**src/rtl/frame_pkg.sv**
```systemverilog
// Shared types and default geometry for the frame scan counter.
// The optional completed-frame counter is enabled by FRAME_SCAN_FRAME_CNT_EN.
package frame_pkg;

  typedef enum logic [1:0] {
    IDLE = 2'd0,
    SCAN = 2'd1,
    HOLD = 2'd2
  } state_t;

  localparam int DEFAULT_H_COUNT = 32;
  localparam int DEFAULT_V_COUNT = 24;
  localparam int DEFAULT_FRAME_W = 8;

endpackage

```
**src/rtl/frame_scan_counter_if.sv**
```systemverilog
// Control and position bus between a scan controller and the counter.
// frame_cnt exists only when FRAME_SCAN_FRAME_CNT_EN is defined.
interface frame_scan_counter_if
  import frame_pkg::*;
#(
  parameter int H_COUNT = DEFAULT_H_COUNT,
  parameter int V_COUNT = DEFAULT_V_COUNT,
  parameter int FRAME_W = DEFAULT_FRAME_W
);

  localparam int X_W = $clog2(H_COUNT);
  localparam int Y_W = $clog2(V_COUNT);

  logic           enb;
  logic           pix_valid;
  logic           frame_ack;
  logic [X_W-1:0] x;
  logic [Y_W-1:0] y;
  logic           newLine;
  logic           endFrame;
  logic           busy;
`ifdef FRAME_SCAN_FRAME_CNT_EN
  logic [FRAME_W-1:0] frame_cnt;
`endif

  modport master (
    output enb,
    output pix_valid,
    output frame_ack,
`ifdef FRAME_SCAN_FRAME_CNT_EN
    input  frame_cnt,
`endif
    input  x,
    input  y,
    input  newLine,
    input  endFrame,
    input  busy
  );

  modport slave (
    input  enb,
    input  pix_valid,
    input  frame_ack,
`ifdef FRAME_SCAN_FRAME_CNT_EN
    output frame_cnt,
`endif
    output x,
    output y,
    output newLine,
    output endFrame,
    output busy
  );

endinterface

```
**src/rtl/wrap_counter.sv**
```systemverilog
// Modulo-MAX up counter with a synchronous clear.
// wrap flags the increment that rolls the count from MAX-1 back to 0.
module wrap_counter #(
  parameter int MAX = 4
) (
  input  logic                   clk,
  input  logic                   rst,
  input  logic                   inc,
  input  logic                   clr,
  output logic [$clog2(MAX)-1:0] value,
  output logic                   wrap
);

  localparam int W = $clog2(MAX);
  localparam logic [W-1:0] LAST = W'(MAX - 1);

  assign wrap = inc && (value == LAST);

  // Count accepted increments, rolling over at MAX-1; clear wins over inc.
  always_ff @(posedge clk) begin
    if (rst || clr) begin
      value <= '0;
    end else if (inc) begin
      value <= wrap ? '0 : value + 1'b1;
    end
  end

endmodule

```
**src/rtl/frame_scan_counter.sv**
```systemverilog
// Raster position counter: walks x across each line and y down each frame,
// then holds at end of frame until acknowledged.
// Define FRAME_SCAN_FRAME_CNT_EN to add the completed-frame counter.
module frame_scan_counter
  import frame_pkg::*;
#(
  parameter int H_COUNT = DEFAULT_H_COUNT,
  parameter int V_COUNT = DEFAULT_V_COUNT,
  parameter int FRAME_W = DEFAULT_FRAME_W
) (
  input  logic                 clk,
  input  logic                 rst,
  frame_scan_counter_if.slave  bus
);

  localparam int X_W = $clog2(H_COUNT);
  localparam int Y_W = $clog2(V_COUNT);

  state_t         state;
  logic           scan_active;
  logic           x_inc;
  logic           x_wrap;
  logic           y_wrap;
  logic           frame_done;
  logic [X_W-1:0] x_value;
  logic [Y_W-1:0] y_value;
  logic           new_line;
  logic           end_frame;
  logic           busy_q;
`ifdef FRAME_SCAN_FRAME_CNT_EN
  logic [FRAME_W-1:0] frame_cnt_q;
`endif

  // Counters only move while scanning with enable high; anywhere else they
  // are held cleared, which also covers the enb-drop and HOLD cases.
  assign scan_active = (state == SCAN) && bus.enb;
  assign x_inc       = scan_active && bus.pix_valid;
  assign frame_done  = x_wrap && y_wrap;

  wrap_counter #(.MAX(H_COUNT)) x_ctr (
    .clk   (clk),
    .rst   (rst),
    .inc   (x_inc),
    .clr   (!scan_active),
    .value (x_value),
    .wrap  (x_wrap)
  );

  wrap_counter #(.MAX(V_COUNT)) y_ctr (
    .clk   (clk),
    .rst   (rst),
    .inc   (x_wrap),
    .clr   (!scan_active),
    .value (y_value),
    .wrap  (y_wrap)
  );

  // Scan FSM with registered newLine/endFrame/busy (and frame count).
  always_ff @(posedge clk) begin
    if (rst) begin
      state     <= IDLE;
      new_line  <= 1'b0;
      end_frame <= 1'b0;
      busy_q    <= 1'b0;
`ifdef FRAME_SCAN_FRAME_CNT_EN
      frame_cnt_q <= '0;
`endif
    end else begin
      case (state)
        IDLE: begin
          new_line  <= 1'b0;
          end_frame <= 1'b0;
          if (bus.enb) begin
            state  <= SCAN;
            busy_q <= 1'b1;
          end else begin
            busy_q <= 1'b0;
          end
        end
        SCAN: begin
          if (!bus.enb) begin
            state     <= IDLE;
            new_line  <= 1'b0;
            end_frame <= 1'b0;
            busy_q    <= 1'b0;
          end else begin
            new_line <= x_wrap;
            if (frame_done) begin
              state     <= HOLD;
              end_frame <= 1'b1;
              busy_q    <= 1'b0;
`ifdef FRAME_SCAN_FRAME_CNT_EN
              frame_cnt_q <= frame_cnt_q + 1'b1;
`endif
            end else begin
              busy_q <= 1'b1;
            end
          end
        end
        HOLD: begin
          new_line <= 1'b0;
          if (!bus.enb) begin
            state     <= IDLE;
            end_frame <= 1'b0;
            busy_q    <= 1'b0;
          end else if (bus.frame_ack) begin
            state     <= SCAN;
            end_frame <= 1'b0;
            busy_q    <= 1'b1;
          end
        end
        default: begin
          state     <= IDLE;
          new_line  <= 1'b0;
          end_frame <= 1'b0;
          busy_q    <= 1'b0;
        end
      endcase
    end
  end

  assign bus.x        = x_value;
  assign bus.y        = y_value;
  assign bus.newLine  = new_line;
  assign bus.endFrame = end_frame;
  assign bus.busy     = busy_q;
`ifdef FRAME_SCAN_FRAME_CNT_EN
  assign bus.frame_cnt = frame_cnt_q;
`endif

endmodule

```
**src/flat_wrapper.sv**
```systemverilog
// flat-port wrapper written by rule: the top's interface ports become plain ports
module frame_scan_counter_flat import frame_pkg::*;
#(
  parameter int H_COUNT = DEFAULT_H_COUNT,
  parameter int V_COUNT = DEFAULT_V_COUNT,
  parameter int FRAME_W = DEFAULT_FRAME_W
)
  (clk, rst, bus_enb, bus_pix_valid, bus_frame_ack, bus_x, bus_y, bus_newLine, bus_endFrame, bus_busy);
  frame_scan_counter_if #(.H_COUNT(H_COUNT), .V_COUNT(V_COUNT), .FRAME_W(FRAME_W)) bus_i ();
  input  logic clk;
  input  logic rst;
  input wire logic [$bits(bus_i.enb)-1:0] bus_enb;
  input wire logic [$bits(bus_i.pix_valid)-1:0] bus_pix_valid;
  input wire logic [$bits(bus_i.frame_ack)-1:0] bus_frame_ack;
  output wire logic [$bits(bus_i.x)-1:0] bus_x;
  output wire logic [$bits(bus_i.y)-1:0] bus_y;
  output wire logic [$bits(bus_i.newLine)-1:0] bus_newLine;
  output wire logic [$bits(bus_i.endFrame)-1:0] bus_endFrame;
  output wire logic [$bits(bus_i.busy)-1:0] bus_busy;
  assign bus_i.enb = bus_enb;
  assign bus_i.pix_valid = bus_pix_valid;
  assign bus_i.frame_ack = bus_frame_ack;
  assign bus_x = bus_i.x;
  assign bus_y = bus_i.y;
  assign bus_newLine = bus_i.newLine;
  assign bus_endFrame = bus_i.endFrame;
  assign bus_busy = bus_i.busy;
  frame_scan_counter #(.H_COUNT(H_COUNT), .V_COUNT(V_COUNT), .FRAME_W(FRAME_W)) u_core (.clk(clk), .rst(rst), .bus(bus_i));
endmodule
```
**config.mk**
```make
export PLATFORM = sky130hd
export DESIGN_NAME = frame_scan_counter_flat
export DESIGN_NICKNAME = d
export VERILOG_FILES = /design/src/rtl/frame_pkg.sv /design/src/rtl/frame_scan_counter_if.sv /design/src/rtl/wrap_counter.sv /design/src/rtl/frame_scan_counter.sv /design/src/flat_wrapper.sv
export SDC_FILE = /design/constraint.sdc
export NUM_CORES = 1
export LEC_CHECK = 0
export ABC_CLOCK_PERIOD_IN_PS = 2900
export CAP_MARGIN = 20
export CORE_UTILIZATION = 45
export CTS_CLUSTER_DIAMETER = 150
export DETAILED_ROUTE_END_ITERATION = 8
export MAX_ROUTING_LAYER = met4
export PLACE_DENSITY = 0.71
export SETUP_SLACK_MARGIN = 0.15
export SYNTH_ARGS = -nofsm -noshare
export SYNTH_HDL_FRONTEND = slang
export SYNTH_SLANG_ARGS = --single-unit
```
**constraint.sdc**
```tcl
create_clock -name clk -period 2.9 [get_ports clk]
set_clock_uncertainty 0.2 [all_clocks]
set_input_delay 0.58 -clock clk [delete_from_list [all_inputs] [get_ports clk]]
set_output_delay 0.58 -clock clk [all_outputs]
set_load 0.01 [all_outputs]
```
# After elaboration in Yosys (flattened, before gate mapping)
# Cells that the tools add are included.
[word_totals]
ff_bits = 15
in_bits = 5
output_inout_bits = 13
wordCells = 47
[classes]
addsub = 2
n_eq_ne = 7
mux = 19
bitwise = 2
n_reduce_logical = 11
[op_table]
columns = ["op", "n"]
rows = [
  ["5-bit by 1-bit adder with 5-bit output (second input constant)", 2],
  ["5-bit == test (second input constant)", 2],
  ["2-bit two-way mux", 5],
  ["5-bit two-way mux", 2],
  ["1-bit two-way mux", 9],
  ["2-bit case mux with 3 select lines", 1],
  ["1-bit logical AND", 5],
  ["3-bit by 2-bit inequality test with 1-bit output (second input constant)", 1],
  ["3-bit inequality test (second input constant)", 1],
  ["1-bit case mux with 3 select lines", 1],
  ["3-bit AND reduction", 1],
  ["3-bit OR reduction", 1],
  ["2-bit by 1-bit == test with 1-bit output (second input constant)", 1],
  ["2-bit == test (second input constant)", 1],
  ["2-bit zero test", 1],
  ["2-bit inequality test (second input constant)", 1],
  ["1-bit NOT", 2],
  ["1-bit case mux with 2 select lines", 1],
  ["2-bit AND reduction", 1],
  ["1-bit zero test", 1],
  ["1-bit logical OR", 1],
]

# Logic depth before layout (Yosys ltp)
# Gate-level depths: netlist of run 1.
[logic_depth]
ltp_word = 9
mapped_depth = 7
depth_no_buf = 6

# Cells and area by module
# A second synthesis of run 1 with hierarchy kept.
[hier_totals]
cells_unflattened = 71
area_unflattened_um2 = 714.4
[by_module_without_submodules]
columns = ["module", "instances", "cells_per_inst", "area_each_um2", "seq_area_each_um2"]
rows = [
  ["wrap_counter (u_core.x_ctr)", 1, 25, 267.8, 100.1],
  ["wrap_counter (u_core.y_ctr)", 1, 26, 250.2, 100.1],
  ["frame_scan_counter", 1, 20, 196.4, 100.1],
]

# Worst setup path after synthesis of run 1
# No wires, ideal clock.
[synth_timing]
path_kind = "flip-flop to flip-flop"
from = "reg u_core.x_ctr.value[0]"
to = "reg u_core.x_ctr.value[3]"
setup_ps = 72
t_arrival_ps = 1691
required_ps = 2628
setup_slack_ps = 937
path_stages_with_launch = 7
path_buffers = 1
period_less_slack_ps = 1963
path_cell_list = "dfxtp_1 ha_1 and3_1 ha_1 buf_2 or4_1 a21oi_1"
[synth_via]
elab_chain_len = 3
elab_cells_between_ends = 4
classes_between = "add/sub: 1; eq/ne: 1; mux: 1; reduce/logical: 1"
[synth_rtl]
columns = ["element", "line_no", "text"]
rows = [
  ["start: declaration", "wrap_counter.sv:10", "output logic [$clog2(MAX)-1:0] value,"],
  ["start signal: assignment", "wrap_counter.sv:24", "value <= wrap ? '0 : value + 1'b1;"],
  ["branches (longest 2 deep; another with 5-bit by 1-bit adder with 5-bit output)", "-", ""],
  ["5-bit two-way mux *", "wrap_counter.sv:24", ""],
]
# Every way passes the cells marked *.
# A chain may end at the register's enable or synchronous reset.

# Worst setup path in the final report of run 1
[layout_timing]
from = "reg u_core.x_ctr.value[0]"
to = "reg u_core.busy_q, in the netlist u_core.bus.busy"
[layout_via]
elab_chain_len = 7
[layout_rtl]
columns = ["element", "line_no", "text"]
rows = [
  ["5-bit == test *", "wrap_counter.sv:17", "assign wrap = inc && (value == LAST);"],
  ["1-bit logical AND *", "wrap_counter.sv:17", ""],
  ["1-bit logical AND", "wrap_counter.sv:17", ""],
  ["1-bit logical AND *", "frame_scan_counter.sv:38", "assign frame_done = x_wrap && y_wrap;"],
  ["1-bit two-way mux *", "frame_scan_counter.sv:88", "if (frame_done) begin"],
  ["1-bit two-way mux *", "frame_scan_counter.sv:81", "if (!bus.enb) begin"],
  ["1-bit case mux with 3 select lines *", "frame_scan_counter.sv:69", "case (state)"],
  ["end signal: assignment", "frame_scan_counter.sv:75", "busy_q <= 1'b1;"],
  ["end signal: assignment", "frame_scan_counter.sv:85", "busy_q <= 1'b0;"],
  ["end signal: assignment", "frame_scan_counter.sv:91", "busy_q <= 1'b0;"],
  ["end: declaration", "frame_scan_counter.sv:29", "logic busy_q;"],
]
# Every way passes the cells marked *; elsewhere a longest branch is shown, timed or not.

==> reports/results.txt, run 1 <==
Pwr Density: 382 nW/um^2
Router iterations before antenna repair: 4
Nets: 106
DRC Markers: 0
Gr usage total: 20.1%
Post-synthesis sequential area ratio: 42.3%
Die Ht: 41.7 um
Synth warnings: 0
Slew margin rel.: 69.8%
Final GP Congestion: 0.766
Post-cts sizing count: 0
Leak Pwr: 0.331 nW
Row count: 13
Fillers: 122
Vias in the first global route: 554
CP max-delay cell: o311ai_0
Post-Syn Nets: 86
Ys async rst share: 0%
Worst-path maximum fanout: 10
Required time worst endpoint: 2.86 ns
Num Clock Sinks: 15
CP Launch Type: flop
DRT Wirelength: 1.56 mm
DR vias/cell: 5.84
Crit share post-route: 77.8%
Peak VDD IR: 0.200 mV
Critical path class: flop to flop
Placed wire-length estimate: 1.12 mm
Die area: 1740 sq um
Ant diodes: 0
Initial Utilization: 51.4%
Antenna violations before repair: 0
Design Power: 0.347 mW
Netlist cell types: 29
CORE AREA: 1380 sq um
Most used DFF post-synth: dfxtp_1
Fin util: 65.8%
Synthesized area per cell: 9.11 sq um
DR vias: 654
Top cells by area, synth: dfxtp_1 42%, a21oi_1 7.7%, ha_1 5.3%
GRT overflow: 0
Mapped Area: 711 sq um
Type of the worst min-delay path: flop to flop
Crit-path cells: ha_1 > and3_1 > ha_1 > inv_1 > o311ai_0 > a21oi_1
Total negative slack: 0 ns
Width of the die: 41.7 um
Synth top area share: 42.3%
Slew at the pin closest to its max-slew limit: 0.448 ns
Cts bufs inserted: 3
#FFs+latches synth: 15
Htree depth: 1
Cell mode on critical path: ha_1
Worst skew pair latency: 0.28 ns
First-pass GRT wire length: 2.55 mm
Slew Viols, Final: 0
Post-CTS setup buffers: 0
DRT iter0 DRCs: 31
Fmax: 443 MHz
Largest net degree at the start of global routing: 15
Fin. Hold Viols: 0
Drt wl/cell: 13.9 um
Most common cell in the synthesized netlist: dfxtp_1
CTS tree: done
CTS Root Cell: clkbuf_4
RSZ-0062 raised after global routing: false
Critical Path Max Stage Delay: 0.48 ns
Status: complete, no violations
Post-synth EDFFs: 0
CP endpoint kind: flop
Max Cap Viol: 0
Hold buffers post-CTS: 0
Layout area overhead: 28.0%
Clock transition at path regs: 0.08 ns
Fraction of layout cells with a size suffix above 1: 6.19%
I/O Pins: 18
IO buf count: 17
Fin crit period: 2.26 ns
Final setup fails: 0
Post-synth top cells: 15 x dfxtp_1, 11 x a21oi_1, 6 x o21ai_0, 5 x nand2_1
Post-Syn Instances: 78
Arr. time, crit path: 2.21 ns
Routed Antenna Nets: 0
Max clock buf depth: 2
Leading area contributor after synthesis: dfxtp_1
[routing by layer]
metal | global-route usage (%) | routed length [um]
met4 | 9.68 | 31
met3 | 6.52 | 69
met1 | 23.8 | 740
met5 | - | 0
met2 | 30.6 | 718
[stage by stage]
step	setup slack (ns)	area (sq um)	std cells	hold WS [ns]
final	0.644	910	112	0.315
after CTS	0.652	910	112	0.316
after global placement	0.500	883	108	0.286
after detailed placement	0.437	883	108	0.302
after global routing	0.371	910	112	0.336
after floorplan	0.937	711	78	0.262
[power by group]
group          total (mW)  internal [mW]  leakage [nW]  switching, mW
clock               0.117         0.0535        0.0150         0.0634
combinational      0.0208         0.0103         0.194         0.0105
sequential          0.210          0.208         0.121        0.00201
total               0.347          0.271         0.331         0.0760
[worst max-delay path, delay by kind of cell (launching register included)]
| family | cells | cell delay, ns |
|---|---|---|
| adders and majority gates | 2 | 0.58 |
| AOI/OAI and AO/OA | 2 | 0.57 |
| DFF | 1 | 0.43 |
| and+or+nand+nor | 1 | 0.18 |
| buffers and inverters | 1 | 0.18 |
[layout by cell type (no fill, tap or decap)]
cell	n
nor3_1	1
o21ai_0	6
nand2b_1	2
and2b_1	1
inv_1	4
clkbuf_1	1
or3_1	2
nand4_1	1
o311ai_0	1
a2111o_1	1
o221a_2	1
and4b_1	1
nand2_1	5
nand3_1	4
dfxtp_1	15
clkbuf_4	3
or4_1	2
clkdlybuf4s50_1	17
a21oi_1	11
a31oi_1	1
mux2i_1	1
and4bb_2	1
o21bai_1	1
nor3b_1	1
ha_1	3
o211ai_1	2
and3_1	1
nand4b_1	3
nand4b_2	1
nor2_1	3
[logic make-up after synthesis]
logic type      after synthesis  share of synthesized area, %
simple gates                 29                          26.2
compound gates               24                          20.4
mux                           1                          1.41
flops                        15                          42.3
buf+inv                       6                          4.40
fa+ha+maj                     3                          5.28
[sequential cells by signal (all words and copies together) (netlist names)]
name                 flops
u_core.state             2
u_core.y_ctr.value       5
u_core.bus.newLine       1
u_core.bus.endFrame      1
u_core.x_ctr.value       5
u_core.bus.busy          1
[path summary, 6_finish.rpt]
kind,endpoint,slack (ns),startpoint,cells after the start
max,u_core.bus.busy,0.64,u_core.x_ctr.value[0],6
min,u_core.x_ctr.value[3],0.31,u_core.x_ctr.value[3],2
max reg2reg,u_core.bus.busy,0.64,u_core.x_ctr.value[0],6
min reg2reg,u_core.x_ctr.value[3],0.31,u_core.x_ctr.value[3],2
[cell type report]
class                   instances  area [sq um]  share of cell area [%]
well taps                      15          18.8                    2.06
inverters                       4          15.0                    1.65
flip-flops and latches         15           300                    33.0
repair buffers                 17           170                    18.7
multi-input cells              57           379                    41.7
clock buffers                   4          26.3                    2.89
Note: power is estimated with default switching activity, not from simulation.
==> run 2, diff against run 1 <==
--- a/config.mk
+++ b/config.mk
@@ -5,13 +5,13 @@
 export SDC_FILE = /design/constraint.sdc
 export NUM_CORES = 1
 export LEC_CHECK = 0
-export ABC_CLOCK_PERIOD_IN_PS = 2900
+export ABC_CLOCK_PERIOD_IN_PS = 1900
 export CAP_MARGIN = 20
-export CORE_UTILIZATION = 45
+export CORE_UTILIZATION = 41
 export CTS_CLUSTER_DIAMETER = 150
 export DETAILED_ROUTE_END_ITERATION = 8
 export MAX_ROUTING_LAYER = met4
-export PLACE_DENSITY = 0.71
+export PLACE_DENSITY = 0.68
 export SETUP_SLACK_MARGIN = 0.15
 export SYNTH_ARGS = -nofsm -noshare
 export SYNTH_HDL_FRONTEND = slang
==> constraint.sdc (replaced) <==
create_clock -name clk -period 1.9 [get_ports clk]
set_clock_uncertainty 0.2 [all_clocks]
set_input_delay 0.38 -clock clk [delete_from_list [all_inputs] [get_ports clk]]
set_output_delay 0.38 -clock clk [all_outputs]
set_load 0.01 [all_outputs]
==> reports/results.txt, run 2 (synthesis gave the netlist of run 1 again) <==
Initial Utilization: 45.6% (-5.8 points)
Cts bufs inserted: 3 (unchanged)
Die Ht: 43.6 um (+4.5%)
Clock transition at path regs: 0.09 ns (about the same)
Routed Antenna Nets: 0 (unchanged)
First-pass GRT wire length: 2.73 mm (+7.0%)
Fin util: 68.0% (+2.2 points)
RSZ-0062 raised after global routing: true
Worst setup path start: u_core.x_ctr.value[1]
Worst skew pair latency: 0.28 ns (about the same)
Int Pwr: 0.415 mW (+53%)
Worst-path maximum fanout: 6 (-4)
Hold buffers post-CTS: 0 (unchanged)
GRT overflow: 0 (unchanged)
Fmax: 550 MHz (+24%)
FF-to-FF Start: u_core.x_ctr.value[1]
Num Clock Sinks: 15 (unchanged)
Final GP Congestion: 0.830 (+8.4%)
Final worst slack: 0.0805 ns (-0.563 ns)
Gr usage total: 20.2% (+0.085 points)
Clock power frac: 33.7% (about the same)
Router iterations before antenna repair: 6 (+2)
Critical path capture point: u_core.x_ctr.value[3]
Number of placed cells counting well taps: 112 (+3.7%)
Share of power burned in registers: 59.2% (-1.1 points)
Drt wl/cell: 13.5 um (-3.0%)
Placed wire-length estimate: 1.10 mm (-1.7%)
Most common cell after layout, fill and taps aside: dfxtp_1
Max Cap Viol: 0 (unchanged)
Die area: 1900 sq um (+9.3%)
Vias in the first global route: 629 (+14%)
Slew margin rel.: 76.1% (+6.3 points)
R2R Setup Slk: 0.08 ns (-0.56 ns)
Comb power frac: 7.1% (+1.1 points)
Largest net degree at the start of global routing: 13 (-2)
Final setup fails: 0 (unchanged)
Finished Layout Cells: 121 (+8.0%)
Design Power: 0.536 mW (+54%)
DR vias: 696 (+6.4%)
Reg2Reg Depth: 6 (unchanged)
CORE AREA: 1560 sq um (+13%)
DRT Wirelength: 1.64 mm (+4.8%)
Total negative slack: 0 ns (unchanged)
Max clock buf depth: 2 (unchanged)
DR vias/cell: 5.75 (-1.5%)
DRT iter0 DRCs: 17 (-45%)
Type of the worst min-delay path: flop to flop
Nets: 114 (+7.5%)
Row count: 14 (+1)
CTS Root Cell: clkbuf_4
DP Worst Slack: -0.184 ns (-0.621 ns)
Net Sw Power: 0.121 mW (+59%)
Fillers: 131 (+7.4%)
Critical path class: flop to flop
Width of the die: 43.6 um (+4.5%)
Layout area overhead: 49.1%
Worst r2r dst: u_core.x_ctr.value[3]
Required time worst endpoint: 1.92 ns (-0.94 ns)
Failing checks: design-rule violations
CP endpoint kind: flop
IO buf count: 17 (unchanged)
Slew Viols, Final: 0 (unchanged)
Pwr Density: 506 nW/um^2 (+33%)
Peak VDD IR: 0.397 mV (+99%)
Fraction of layout cells with a size suffix above 1: 25.7% (+20 points)
Fin crit period: 1.82 ns (-0.437 ns)
Fin. Hold Viols: 0 (unchanged)
Crit share post-route: 95.8% (+18 points)
Commonest non-fill, non-tap cells in the layout: 10 x dfxtp_1, 9 x a21oi_1, 8 x dlygate4sd2_1
Biggest regs: u_core.x_ctr.value x5, u_core.y_ctr.value x5, u_core.state x2
CTS tree: done
Antenna violations before repair: 0 (unchanged)
Ant diodes: 0 (unchanged)
CP Launch Type: flop
Status: complete, but fails checks
Switching Fraction: 22.6% (+0.68 points)
Slew at the pin closest to its max-slew limit: 0.358 ns (-0.0898 ns)
Arr. time, crit path: 1.84 ns (-0.37 ns)
Leak Pwr: 0.508 nW (+54%)
Htree depth: 1 (unchanged)
I/O Pins: 18 (unchanged)
DRC Markers: 1 (+1)
-- run 2: metal layers --
layer	global-route usage, %	routed length, um
met1	26.0	815
met2	29.3	702
met3	3.75	85
met4	11.9	32
met5	-	0
-- run 2: cell type report --
cell class              count  area (sq um)  share of cell area, %
inverters                   4          15.0                   1.42
clock buffers               4          26.3                   2.48
flip-flops and latches     15           312                   29.4
multi-input cells          57           442                   41.7
repair buffers             25           245                   23.1
well taps                  16          20.0                   1.89
-- run 2: worst max-delay path, cell delays in order (launching register included) --
cell and delay (ns):
dfxtp_4 0.37, ha_4 0.15, and3_4 0.18, ha_4 0.19, buf_12 0.13, or4_4 0.41, a21oi_2 0.13
-- run 2: power groups by stage --
stage / clock (mW) / sequential, mW / combinational (mW)
final: 0.181 / 0.318 / 0.0381
after CTS: 0.186 / 0.318 / 0.0365
after global routing: 0.202 / 0.318 / 0.0424
after detailed placement: 0 / 0.325 / 0.0353
after global placement: 0 / 0.324 / 0.0353
after floorplan: 0 / 0.325 / 0.0136
-- run 2: worst min path at each step --
stage                            end  cells after the start                  start  slack [ns]
2_1_floorplan    u_core.bus.endFrame                      1                    rst        0.25
3_3_place_gp         u_core.state[0]                      1        u_core.state[1]        0.29
3_5_place_dp         u_core.bus.busy                      1        u_core.state[1]        0.30
4_1_cts        u_core.y_ctr.value[2]                      2  u_core.y_ctr.value[2]        0.32
5_1_grt        u_core.x_ctr.value[4]                      2  u_core.x_ctr.value[4]        0.33
6_report       u_core.y_ctr.value[2]                      2  u_core.y_ctr.value[2]        0.31
-- run 2: through the flow --
| stage | hold slack, ns | area [sq um] |
|---|---|---|
| 5_1_grt | 0.334 | 1060 |
| 3_3_place_gp | 0.293 | 945 |
| 6_report | 0.307 | 1060 |
| 4_1_cts | 0.315 | 1020 |
| 2_1_floorplan | 0.249 | 754 |
| 3_5_place_dp | 0.302 | 945 |
-- run 2: timing repair --
action | 4_1_cts | 5_1_grt
pin swaps | 2 | 5
gates resized for setup | 13 | 9
setup endpoints to repair | 17 | 13
setup buffers | 4 | 1
==> run 3, diff against run 2 <==
--- a/config.mk
+++ b/config.mk
@@ -13,6 +13,7 @@
 export MAX_ROUTING_LAYER = met4
 export PLACE_DENSITY = 0.68
 export SETUP_SLACK_MARGIN = 0.15
+export SLEW_MARGIN = 10
 export SYNTH_ARGS = -nofsm -noshare
 export SYNTH_HDL_FRONTEND = slang
 export SYNTH_SLANG_ARGS = --single-unit
==> results of run 3 <==
Final layout, timing and power as in run 2 (identical DEF).
